$ cat config.mk
export PLATFORM = sky130hd
export DESIGN_NAME = tile_board_ctrl_flat
export DESIGN_NICKNAME = d
export VERILOG_FILES = /design/src/rtl/tile_board_ctrl_if.sv /design/src/rtl/tile_board_ctrl.sv /design/src/flat_wrapper.sv
export SDC_FILE = /design/constraint.sdc
export NUM_CORES = 1
export LEC_CHECK = 0
export ABC_AREA = 1
export CAP_MARGIN = 15
export CORE_ASPECT_RATIO = 1.75
export CORE_MARGIN = 4
export CORE_UTILIZATION = 45
export DETAILED_ROUTE_END_ITERATION = 10
export GPL_TIMING_DRIVEN = 0
export MAX_ROUTING_LAYER = met4
export PLACE_DENSITY = 0.72
export SETUP_SLACK_MARGIN = 0.15
export SLEW_MARGIN = 0
export SYNTH_ARGS = -nofsm -noshare
export SYNTH_HDL_FRONTEND = slang
export SYNTH_SLANG_ARGS = --single-unit
$ cat constraint.sdc
create_clock -name clk -period 1.8 [get_ports clk]
set_input_delay 0.36 -clock clk [delete_from_list [all_inputs] [get_ports clk]]
set_output_delay 0.36 -clock clk [all_outputs]
set_load 0.01 [all_outputs]
$ cat src/rtl/tile_board_ctrl_if.sv
// tile_board_ctrl_if: input-logic/checker side bus of the tic-tac-toe move controller
interface tile_board_ctrl_if;
    logic        new_game;
    logic [3:0]  sel;
    logic        place;
    logic        game_over;
    logic [17:0] tiles;
    logic [1:0]  turn;
    logic [3:0]  move_count;
    logic        illegal;
    logic        draw;
    logic        busy;
    modport master (output new_game, sel, place, game_over,
                    input tiles, turn, move_count, illegal, draw, busy);
    modport slave  (input new_game, sel, place, game_over,
                    output tiles, turn, move_count, illegal, draw, busy);
endinterface

$ cat src/rtl/tile_board_ctrl.sv
// tile_board_ctrl: owns the 3x3 board, alternates turns, rejects illegal moves, locks on win/draw
module tile_board_ctrl #(
    parameter logic [1:0] FIRST_MARK = 2'b01,
    parameter int         SETTLE_CYC = 2
) (
    input logic           clk,
    input logic           reset,
    tile_board_ctrl_if.slave bus
);
    localparam logic [1:0] READY  = 2'd0;
    localparam logic [1:0] SETTLE = 2'd1;
    localparam logic [1:0] HOLD   = 2'd2;
    localparam logic [1:0] DONE   = 2'd3;
    localparam int CW = $clog2(SETTLE_CYC + 1);

    logic [1:0]    state;
    logic [CW-1:0] cnt;
    logic [17:0]   tiles;
    logic [1:0]    turn;
    logic [3:0]    move_count;
    logic          illegal;
    logic          draw;
    logic [1:0]    cur;
    logic          legal;

    // padding keeps the lookup in range for the illegal sel values 9..15
    assign cur   = 2'({14'd0, tiles} >> {bus.sel, 1'b0});
    assign legal = bus.sel <= 4'd8 && cur == 2'b00;

    always_ff @(posedge clk or posedge reset) begin
        if (reset) begin
            state      <= HOLD;
            cnt        <= '0;
            tiles      <= '0;
            turn       <= FIRST_MARK;
            move_count <= '0;
            illegal    <= 1'b0;
            draw       <= 1'b0;
        end else if (bus.new_game) begin
            state      <= HOLD;
            cnt        <= '0;
            tiles      <= '0;
            turn       <= FIRST_MARK;
            move_count <= '0;
            illegal    <= 1'b0;
            draw       <= 1'b0;
        end else begin
            illegal <= 1'b0;
            case (state)
                READY: begin
                    if (bus.game_over) begin
                        state <= DONE;
                    end else if (bus.place && legal) begin
                        tiles      <= tiles | (18'(turn) << {bus.sel, 1'b0});
                        turn       <= ~turn;
                        move_count <= move_count == 4'd9 ? 4'd9 : move_count + 4'd1;
                        cnt        <= '0;
                        state      <= SETTLE;
                    end else if (bus.place) begin
                        illegal <= 1'b1;
                        state   <= HOLD;
                    end
                end
                SETTLE: begin
                    cnt <= cnt + 1'b1;
                    // game_over lags the board, so it is only trusted once settled
                    if (cnt == CW'(SETTLE_CYC - 1)) begin
                        if (bus.game_over) begin
                            state <= DONE;
                        end else if (move_count == 4'd9) begin
                            state <= DONE;
                            draw  <= 1'b1;
                        end else begin
                            state <= HOLD;
                        end
                    end
                end
                HOLD: state <= bus.place ? HOLD : READY;
                default: state <= DONE;
            endcase
        end
    end

    assign bus.tiles      = tiles;
    assign bus.turn       = turn;
    assign bus.move_count = move_count;
    assign bus.illegal    = illegal;
    assign bus.draw       = draw;
    assign bus.busy       = state != READY;
endmodule

$ cat src/flat_wrapper.sv
// flat-port wrapper written by rule: the top's interface ports become plain ports
module tile_board_ctrl_flat 
#(
    parameter logic [1:0] FIRST_MARK = 2'b01,
    parameter int         SETTLE_CYC = 2
)
  (clk, reset, bus_new_game, bus_sel, bus_place, bus_game_over, bus_tiles, bus_turn, bus_move_count, bus_illegal, bus_draw, bus_busy);
  tile_board_ctrl_if bus_i ();
  input logic clk;
  input logic reset;
  input wire logic [$bits(bus_i.new_game)-1:0] bus_new_game;
  input wire logic [$bits(bus_i.sel)-1:0] bus_sel;
  input wire logic [$bits(bus_i.place)-1:0] bus_place;
  input wire logic [$bits(bus_i.game_over)-1:0] bus_game_over;
  output wire logic [$bits(bus_i.tiles)-1:0] bus_tiles;
  output wire logic [$bits(bus_i.turn)-1:0] bus_turn;
  output wire logic [$bits(bus_i.move_count)-1:0] bus_move_count;
  output wire logic [$bits(bus_i.illegal)-1:0] bus_illegal;
  output wire logic [$bits(bus_i.draw)-1:0] bus_draw;
  output wire logic [$bits(bus_i.busy)-1:0] bus_busy;
  assign bus_i.new_game = bus_new_game;
  assign bus_i.sel = bus_sel;
  assign bus_i.place = bus_place;
  assign bus_i.game_over = bus_game_over;
  assign bus_tiles = bus_i.tiles;
  assign bus_turn = bus_i.turn;
  assign bus_move_count = bus_i.move_count;
  assign bus_illegal = bus_i.illegal;
  assign bus_draw = bus_i.draw;
  assign bus_busy = bus_i.busy;
  tile_board_ctrl #(.FIRST_MARK(FIRST_MARK), .SETTLE_CYC(SETTLE_CYC)) u_core (.clk(clk), .reset(reset), .bus(bus_i));
endmodule
Yosys cells after proc, flatten, opt, wreduce, memory -nomap -nowiden
Cells that the tools add are included.

word-level totals
  flip-flop bits (word level) = 30
  bits of input ports = 9
  output and inout bits = 27
  word-level logic and storage cells = 74

cells by class
  add/subtract/negate cells = 2
  magnitude comparators = 1
  equality and inequality tests = 9
  shifts and indexed selects = 2
  muxes and demuxes = 36
  bitwise gates (word level) = 2
  reduce and logical (&&, ||, !) cells = 15

operator list
  operator                                             number
  two-way mux 18 bit                                   4
  two-way mux 2 bit                                    14
  two-way mux 4 bit                                    5
  OR 18 bit                                            1
  << shifter 2 x 5 -> 18 bit                           1
  >> shifter 18 x 5 -> 2 bit                           1
  nonzero test 2 bit                                   6
  two-way mux 1 bit                                    11
  != test 3 x 2 -> 1 bit, second input constant        2
  one-hot mux 2 bit (3 select lines)                   1
  AND reduction 3 bit                                  2
  != test 5 x 4 -> 1 bit, second input constant        1
  adder 4 x 1 -> 4 bit, second input constant          1
  equality test 2 x 1 -> 1 bit, second input constant  2
  equality test 4 bit, second input constant           1
  <= comparator 4 bit, second input constant           1
  logical NOT 2 bit                                    2
  one-hot mux 2 bit (2 select lines)                   1
  AND reduction 4 bit                                  1
  != test 3 bit, second input constant                 1
  nonzero test 3 bit                                   1
  adder 2 x 1 -> 2 bit, second input constant          1
  equality test 2 bit, second input constant           1
  logical AND 1 bit                                    2
  other kinds (3)                                      3

Longest topological paths before layout
Gate-level depths: netlist of the first run.

  depth in word-level cells = 8
  mapped depth = 13
  mapped depth without buffers = 12

Worst setup path before layout of the first run
OpenSTA, ideal clock, no wires.

  path kind = in2reg
  from = input bus_sel[0]
  to = register u_core.tiles[0], in the netlist u_core.bus.tiles[0]
  setup time = 126 ps
  arrival time = 1,331 ps
  required time = 1,674 ps
  slack = 342 ps
  stages = 12
  buffers on the path = 2
  cell sequence = buf_6 > nor2_4 > nand3_1 > a21oi_1 > inv_1 > nand2_2 > nand2_2 > inv_4 > nand2_4 > nand2_4 > buf_6 > o21ai_0

between the ends
  word-level cells in the longest chain between the ends = 6
  elaborated cells on any way between the ends = 13
  those cells by class = 1 x order compare; 2 x shift; 4 x mux; 1 x bitwise; 5 x reduce/logical

RTL lines
  what                                                                        line                                          source
  start, declared                                                             flat_wrapper.sv:12                            input wire logic [$bits(bus_i.sel)-1:0] bus_sel;
  >> shifter 18 x 5 -> 2 bit or << shifter 2 x 5 -> 18 bit (tied branches)    tile_board_ctrl.sv:27, tile_board_ctrl.sv:54
  logical NOT 2 bit or OR 18 bit (tied branches)                              tile_board_ctrl.sv:28, tile_board_ctrl.sv:54
  logical AND 1 bit or two-way mux 18 bit (tied branches)                     tile_board_ctrl.sv:28, tile_board_ctrl.sv:53
  logical AND 1 bit or two-way mux 18 bit (tied branches)                     tile_board_ctrl.sv:53, tile_board_ctrl.sv:51
  nonzero test 2 bit (no source line) or two-way mux 18 bit (tied branches)   n/a
  AND reduction 3 bit (no source line) or two-way mux 18 bit (tied branches)  n/a
  end signal, assigned                                                        tile_board_ctrl.sv:54                         tiles <= tiles | (18'(turn) << {bus.sel, 1'b0});
  end, declared                                                               tile_board_ctrl.sv:18                         logic [17:0] tiles;

Several ways; a longest one is shown, not always the timed one. The select of a mux whose other input is x is not followed.
A chain may end at the register's enable or synchronous reset.

Worst setup path in the final report of the first run
  from = register u_core.state[1]
  to = output bus_busy

between the ends
  word-level cells in the longest chain between the ends = 1

RTL lines
  what                    line                   source
  start, declared         tile_board_ctrl.sv:16  logic [1:0] state;
  start signal, assigned  tile_board_ctrl.sv:78  HOLD: state <= bus.place ? HOLD : READY;
  nonzero test 2 bit      tile_board_ctrl.sv:89  assign bus.busy = state != READY;
  end, declared           flat_wrapper.sv:20     output wire logic [$bits(bus_i.busy)-1:0] bus_busy;

Every way passes these cells.

==> flow_summary_export.csv, run 1 <==
group,metric,value,unit
drt,wl_per_cell,14.2,µm
sta,fmax,625,MHz
grt,grt_overflow,0,
place,port_buffers,33,
layout,layout.cells.non_filler,303,
clock_network,h-tree-depth,2,
synth,syn_inst,212,
sta,drv_slew,0,
synth,syn_nets,224,
grt,grtUsageTotal,21.5,%
sta,clock_skew,0.00761,ns
synth,synth_top_area_share,42.0,%
synth,avgSynthCellArea,7.87,µm²
layout,fin_nets,268,
sta,post-route-min-period,1.60,ns
critical_path,cp_cell_sequence,"nor2_2 -> inv_2 -> clkdlybuf4s15_1",
critical_path,slowest_stage,"dfstp_2",
drt,routed_wl,4300,µm
clock_network,numCtsBuffers,5,
drt,vias_per_cell,5.29,
clock_network,root_buffer,"clkbuf_8",
sta,finalSetupViolations,0,
sta,fin_crit_sh,88.8,%
synth,synthTopCellsByArea,"dfrtp_1 42%, inv_1 8.3%, nand2_1 7.0%, a21oi_1 6.9%, nand3_1 6.3%",
critical_path,slowest_delay,0.57,ns
synth,yosysMostFrequentCell,"inv_1",
grt,grt_max_degree,31,
sta,whs,0.354,ns
synth,synth.distinct_cells,26,
synth,synth-seq-area-share,45.1,%
grt,grt_pass1_vias,1641,
floorplan,dieArea,4790,µm²
critical_path,path_buf_inv,2,
place,post-place-cells,291,
critical_path,crit_family,"flip-flops",
clock_network,clockBufferDepth,2,
floorplan,num_rows,29,
critical_path,critPathKind,"reg -> out",
layout,area_growth,33.3,%
floorplan,initial_utilization,46.5,%
drt,drtAntennaViolNets,0,
clock_network,cts_hold_repair.buffers,0,
power_and_ir_drop,power.leakage,1.02,nW
synth,ys_seq_elements,30,
floorplan,io_pins,36,
synth,yosysTopAreaCell,"dfrtp_1",
critical_path,cp-start-kind,"flip-flop",
drt,drt-initial-drc-count,35,
clock_network,insertion_delay,0.28,ns
synth,synth-edff-count,0,
synth,ys.flop_type,"dfrtp_1",
critical_path,required,1.44,ns
layout,drive_gt1_share,14.0,%
power_and_ir_drop,total_power,1.59,mW
place,gp_congestion,0.912,
min_path,hold_path_class,"in -> async",
power_and_ir_drop,powerDensity,714,nW/µm²
synth,synth_common_cells,"37 x inv_1, 31 x nand2_1, 28 x dfrtp_1",
status,status,"completed",
grt,antenna_found_initial,0,
clock_network,clock-sinks,30,
job,maxCapViolCount,0,
clock_network,clk_pin_slew,0.07,ns
sta,rsz0062_at_grt,"yes",
sta,finalSetupTns,0,ns
critical_path,path_max_fanout,5,
critical_path,end_kind,"primary output",
grt,grt_pass1_wl,7160,µm
clock_network,cts_tree,"built",
place,dpl.hpwl,3310,µm
floorplan,floorplan.die.height,88.6,µm
drt,drc,0,
synth,ys.warnings.count,0,
critical_path,arrival,1.24,ns
floorplan,die_w,54.0,µm
sta,relSlewSlack,65.0,%
layout,diodes,0,
floorplan,core_area,3590,µm²
synth,netlist_area,1670,µm²
sta,hold_violations,0,
drt,num_vias,1602,
power_and_ir_drop,ir_drop,0.535,mV
synth,async_reset_ff_share,100,%
sta,worst_pin_slew,0.524,ns
drt,drtPass1Iterations,4,
[path summary, 6_finish.rpt]
kind                                                        from                              endpoint  slack, ns  depth (start not counted)
max in group asynchronous                                  reset           u_core.state[1]$_DFFE_PP1P_       0.92                          3
worst min-delay path                                       reset       u_core.bus.tiles[9]$_DFFE_PP0P_       0.35                          2
min in group clk                                      bus_sel[0]      u_core.bus.tiles[12]$_DFFE_PP0P_       0.45                          4
worst min register to register         u_core.cnt[1]$_DFFE_PP0P_             u_core.cnt[1]$_DFFE_PP0P_       0.49                          2
worst max register to register  u_core.bus.tiles[12]$_DFFE_PP0P_  u_core.bus.move_count[1]$_DFFE_PP0P_       0.26                         12
worst max-delay path                 u_core.state[1]$_DFFE_PP1P_                              bus_busy       0.20                          3
[state kept, by name, summed over array words and instances, names as in the netlist]
register,cells
u_core.bus.draw,1
u_core.bus.turn,2
u_core.bus.tiles,18
u_core.state,2
u_core.bus.illegal,1
u_core.cnt,2
u_core.bus.move_count,4
[logic make-up after synthesis]
group,share of synthesized area (%)
AOI/OAI and AO/OA,10.0
xor gates and xnor gates,1.05
adders and majority gates,2.25
buffers and inverters,11.9
DFF,45.1
and+or+nand+nor,29.6
[routing by layer]
metal | track usage, % | routed length (µm) | up-vias | part of all wire (%)
met1 | 21.0 | 1580 | 751 | 37
li1 | - | - | 788 | -
met4 | 16.3 | 231 | 0 | 5.4
met3 | 3.54 | 152 | 19 | 3.5
met2 | 36.2 | 2340 | 44 | 54
met5 | - | 0 | - | 0
[power breakdown]
| group | switching [mW] | internal, mW | total [mW] |
|---|---|---|---|
| Combinational | 0.182 | 0.122 | 0.304 |
| Clock | 0.248 | 0.308 | 0.555 |
| Sequential | 0.0266 | 0.703 | 0.730 |
[placed cells by master, fill, tap and decap left out, types with 5 or more instances in the layout]
master and instances:
o21ai_0 5, dfrtp_1 27, nand2_1 30, a21oi_1 23, nor3_1 10, inv_2 5, clkbuf_8 6, clkdlybuf4s50_1 26
nand3_1 19, nand4_1 15, inv_1 34, nor2_1 8
[area by class of cell]
type	count	area (µm²)
clock buffers	7	86.3
multi-input cells	135	739
inverters	40	153
clock inverters	1	5.00
plain buffers	7	52.6
flip-flops and latches	30	754
repair buffers	37	377
fillers	332	1370
well taps	46	57.6
[metrics by stage]
stage / worst slack, ns / area, µm² / utilization (%)
6_report: 0.201 / 2220 / 61.9
5_1_grt: 0.132 / 2220 / 61.9
4_1_cts: 0.0925 / 2150 / 59.9
3_5_place_dp: -0.373 / 2060 / 57.3
3_3_place_gp: -0.396 / 2060 / 57.3
2_1_floorplan: 0.342 / 1670 / -
[timing repair]
| action | in CTS | in global routing |
|---|---|---|
| resized for setup | 8 | 15 |
| endpoints found under the hold margin | 0 | 0 |
| endpoints found under the setup margin | 30 | 24 |
| setup buffers | 0 | 3 |
| pin swaps | 0 | 2 |
No activity file was read; power rests on OpenSTA's default activity.
==> inputs of run 2 (changes only) <==
--- a/config.mk
+++ b/config.mk
@@ -7,13 +7,16 @@
 export LEC_CHECK = 0
 export ABC_AREA = 1
 export CAP_MARGIN = 15
+export CELL_PAD_IN_SITES_DETAIL_PLACEMENT = 1
+export CELL_PAD_IN_SITES_GLOBAL_PLACEMENT = 1
 export CORE_ASPECT_RATIO = 1.75
 export CORE_MARGIN = 4
-export CORE_UTILIZATION = 45
+export CORE_UTILIZATION = 36
+export CTS_CLUSTER_SIZE = 14
 export DETAILED_ROUTE_END_ITERATION = 10
 export GPL_TIMING_DRIVEN = 0
 export MAX_ROUTING_LAYER = met4
-export PLACE_DENSITY = 0.72
+export PLACE_DENSITY_LB_ADDON = 0.1
 export SETUP_SLACK_MARGIN = 0.15
 export SLEW_MARGIN = 0
 export SYNTH_ARGS = -nofsm -noshare
==> flow_summary_export.csv, run 2 (synthesis results as in run 1) <==
group,metric,value,unit
clock_network,insertion_delay,0.28,ns
drt,wl_per_cell,16.5,µm
floorplan,dieArea,5830,µm²
floorplan,io_pins,36,
critical_path,critPathKind,"reg -> out",
critical_path,path_max_fanout,4,
clock_network,numCtsBuffers,5,
grt,grtUsageTotal,19.7,%
clock_network,root_buffer,"clkbuf_8",
drt,drtPass1Iterations,4,
status,status,"completed",
critical_path,slowest_stage,"clkdlybuf4s50_1",
min_path,hold_depth,2,
critical_path,slowest_delay,0.56,ns
power_and_ir_drop,power.leakage,1.04,nW
power_and_ir_drop,total_power,1.59,mW
sta,rsz0062_at_grt,"no",
floorplan,num_rows,32,
clock_network,clock-sinks,30,
critical_path,crit_cells,1,
drt,num_vias,1685,
sta,finalSetupTns,0,ns
grt,grt_pass1_vias,1838,
floorplan,die_w,59.5,µm
clock_network,clockBufferDepth,2,
critical_path,cp-start-kind,"flip-flop",
floorplan,initial_utilization,37.6,%
power_and_ir_drop,power_frac_comb,20.9,%
place,port_buffers,33,
drt,routed_wl,5210,µm
grt,grt_pass1_wl,8580,µm
sta,hold_violations,0,
layout,largest_reg_flops,18,
power_and_ir_drop,power_switching,0.477,mW
critical_path,path_buf_inv,1,
layout,area_growth,37.8,%
floorplan,core_area,4440,µm²
sta,fin_crit_sh,88.2,%
sta,clock_skew,0.0107,ns
power_and_ir_drop,power_frac_clock,33.2,%
drt,drtAntennaViolNets,0,
clock_network,cts_tree,"built",
layout,top_register,"u_core.bus.tiles",
layout,top_regs,"u_core.bus.tiles (18), u_core.bus.move_count (4)",
power_and_ir_drop,power_frac_seq,45.9,%
sta,fmax,630,MHz
power_and_ir_drop,powerDensity,690,nW/µm²
clock_network,h-tree-depth,2,
min_path,hold_path_class,"reg -> reg",
power_and_ir_drop,ir_drop,0.581,mV
critical_path,cp_cell_sequence,"clkdlybuf4s50_1",
critical_path,r2r_cells,10,
sta,drv_slew,0,
critical_path,end_kind,"primary output",
layout,layout_commonest_cell,"inv_1",
sta,relSlewSlack,52.9,%
place,placed_area,2090,µm²
floorplan,floorplan.die.height,98.1,µm
place,dpl.hpwl,3980,µm
layout,finish.instance_area,2300,µm²
clock_network,clk_pin_slew,0.06,ns
grt,antenna_found_initial,0,
power_and_ir_drop,p_sw_share,30.0,%
sta,worst_pin_slew,0.705,ns
grt,grt_max_degree,17,
grt,grt_overflow,0,
drt,vias_per_cell,5.35,
critical_path,arrival,1.23,ns
layout,diodes,0,
layout,fin_nets,275,
critical_path,required,1.44,ns
power_and_ir_drop,p_int,1.11,mW
layout,drive_gt1_share,16.7,%
critical_path,crit_family,"buffers and inverters",
place,gp_congestion,0.807,
drt,drc,0,
sta,finalSetupViolations,0,
job,maxCapViolCount,0,
sta,post-route-min-period,1.59,ns
drt,drt-initial-drc-count,34,
layout,mostFrequentLayoutCells,"35 x inv_1, 31 x nand2_1, 27 x dfrtp_1",
sta,whs,0.479,ns
[run 2: cell type report]
cell class              instances  area [µm²]
fillers                       562        2140
well taps                      51        63.8
plain buffers                   7        52.6
flip-flops and latches         30         754
inverters                      40         153
repair buffers                 44         434
multi-input cells             135         762
clock buffers                   8        80.1
[run 2: power by group through the flow]
stage	clock network [mW]	registers [mW]	logic, mW
2_1_floorplan	0	0.744	0.168
4_1_cts	0.543	0.730	0.305
5_1_grt	0.574	0.733	0.371
3_3_place_gp	0	0.742	0.289
6_report	0.528	0.729	0.331
3_5_place_dp	0	0.741	0.301
[run 2: what timing repair did]
| item | in CTS | in global routing |
|---|---|---|
| hold buffers | 0 | 0 |
| resized for setup | 10 | 18 |
| setup buffers | 2 | 7 |
| setup endpoints to repair | 32 | 23 |
| gates cloned | 0 | 1 |
| pin swaps | 1 | 2 |
[run 2: metrics by stage]
| stage | worst slack [ns] | utilization, % | instances |
|---|---|---|---|
| after global placement | -0.376 | 46.4 | 296 |
| final | 0.213 | 51.7 | 315 |
| after detailed placement | -0.385 | 47.0 | 297 |
| after global routing | 0.117 | 51.7 | 315 |
| after floorplan | 0.342 | - | 212 |
| after CTS | 0.0715 | 49.3 | 307 |
[run 2: path summary, 6_finish.rpt]
check	from	to	slack, ns
worst max-delay path	u_core.bus.move_count[3]$_DFFE_PP0P_	bus_move_count[3]	0.21
worst min-delay path	u_core.cnt[1]$_DFFE_PP0P_	u_core.cnt[1]$_DFFE_PP0P_	0.48
worst max register to register	u_core.bus.tiles[12]$_DFFE_PP0P_	u_core.bus.tiles[12]$_DFFE_PP0P_	0.24
worst min register to register	u_core.cnt[1]$_DFFE_PP0P_	u_core.cnt[1]$_DFFE_PP0P_	0.48
max in group asynchronous	reset	u_core.state[1]$_DFFE_PP1P_	0.71
min in group asynchronous	reset	u_core.bus.tiles[8]$_DFFE_PP0P_	0.49
[run 2: per-layer routing]
metal / up-vias / share of wire, % / GRT usage, %
met5: - / 0 / -
met4: 0 / 3.1 / 9.25
met2: 50 / 58 / 35.7
li1: 800 / - / -
met3: 14 / 3.8 / 3.57
met1: 821 / 35 / 19.1
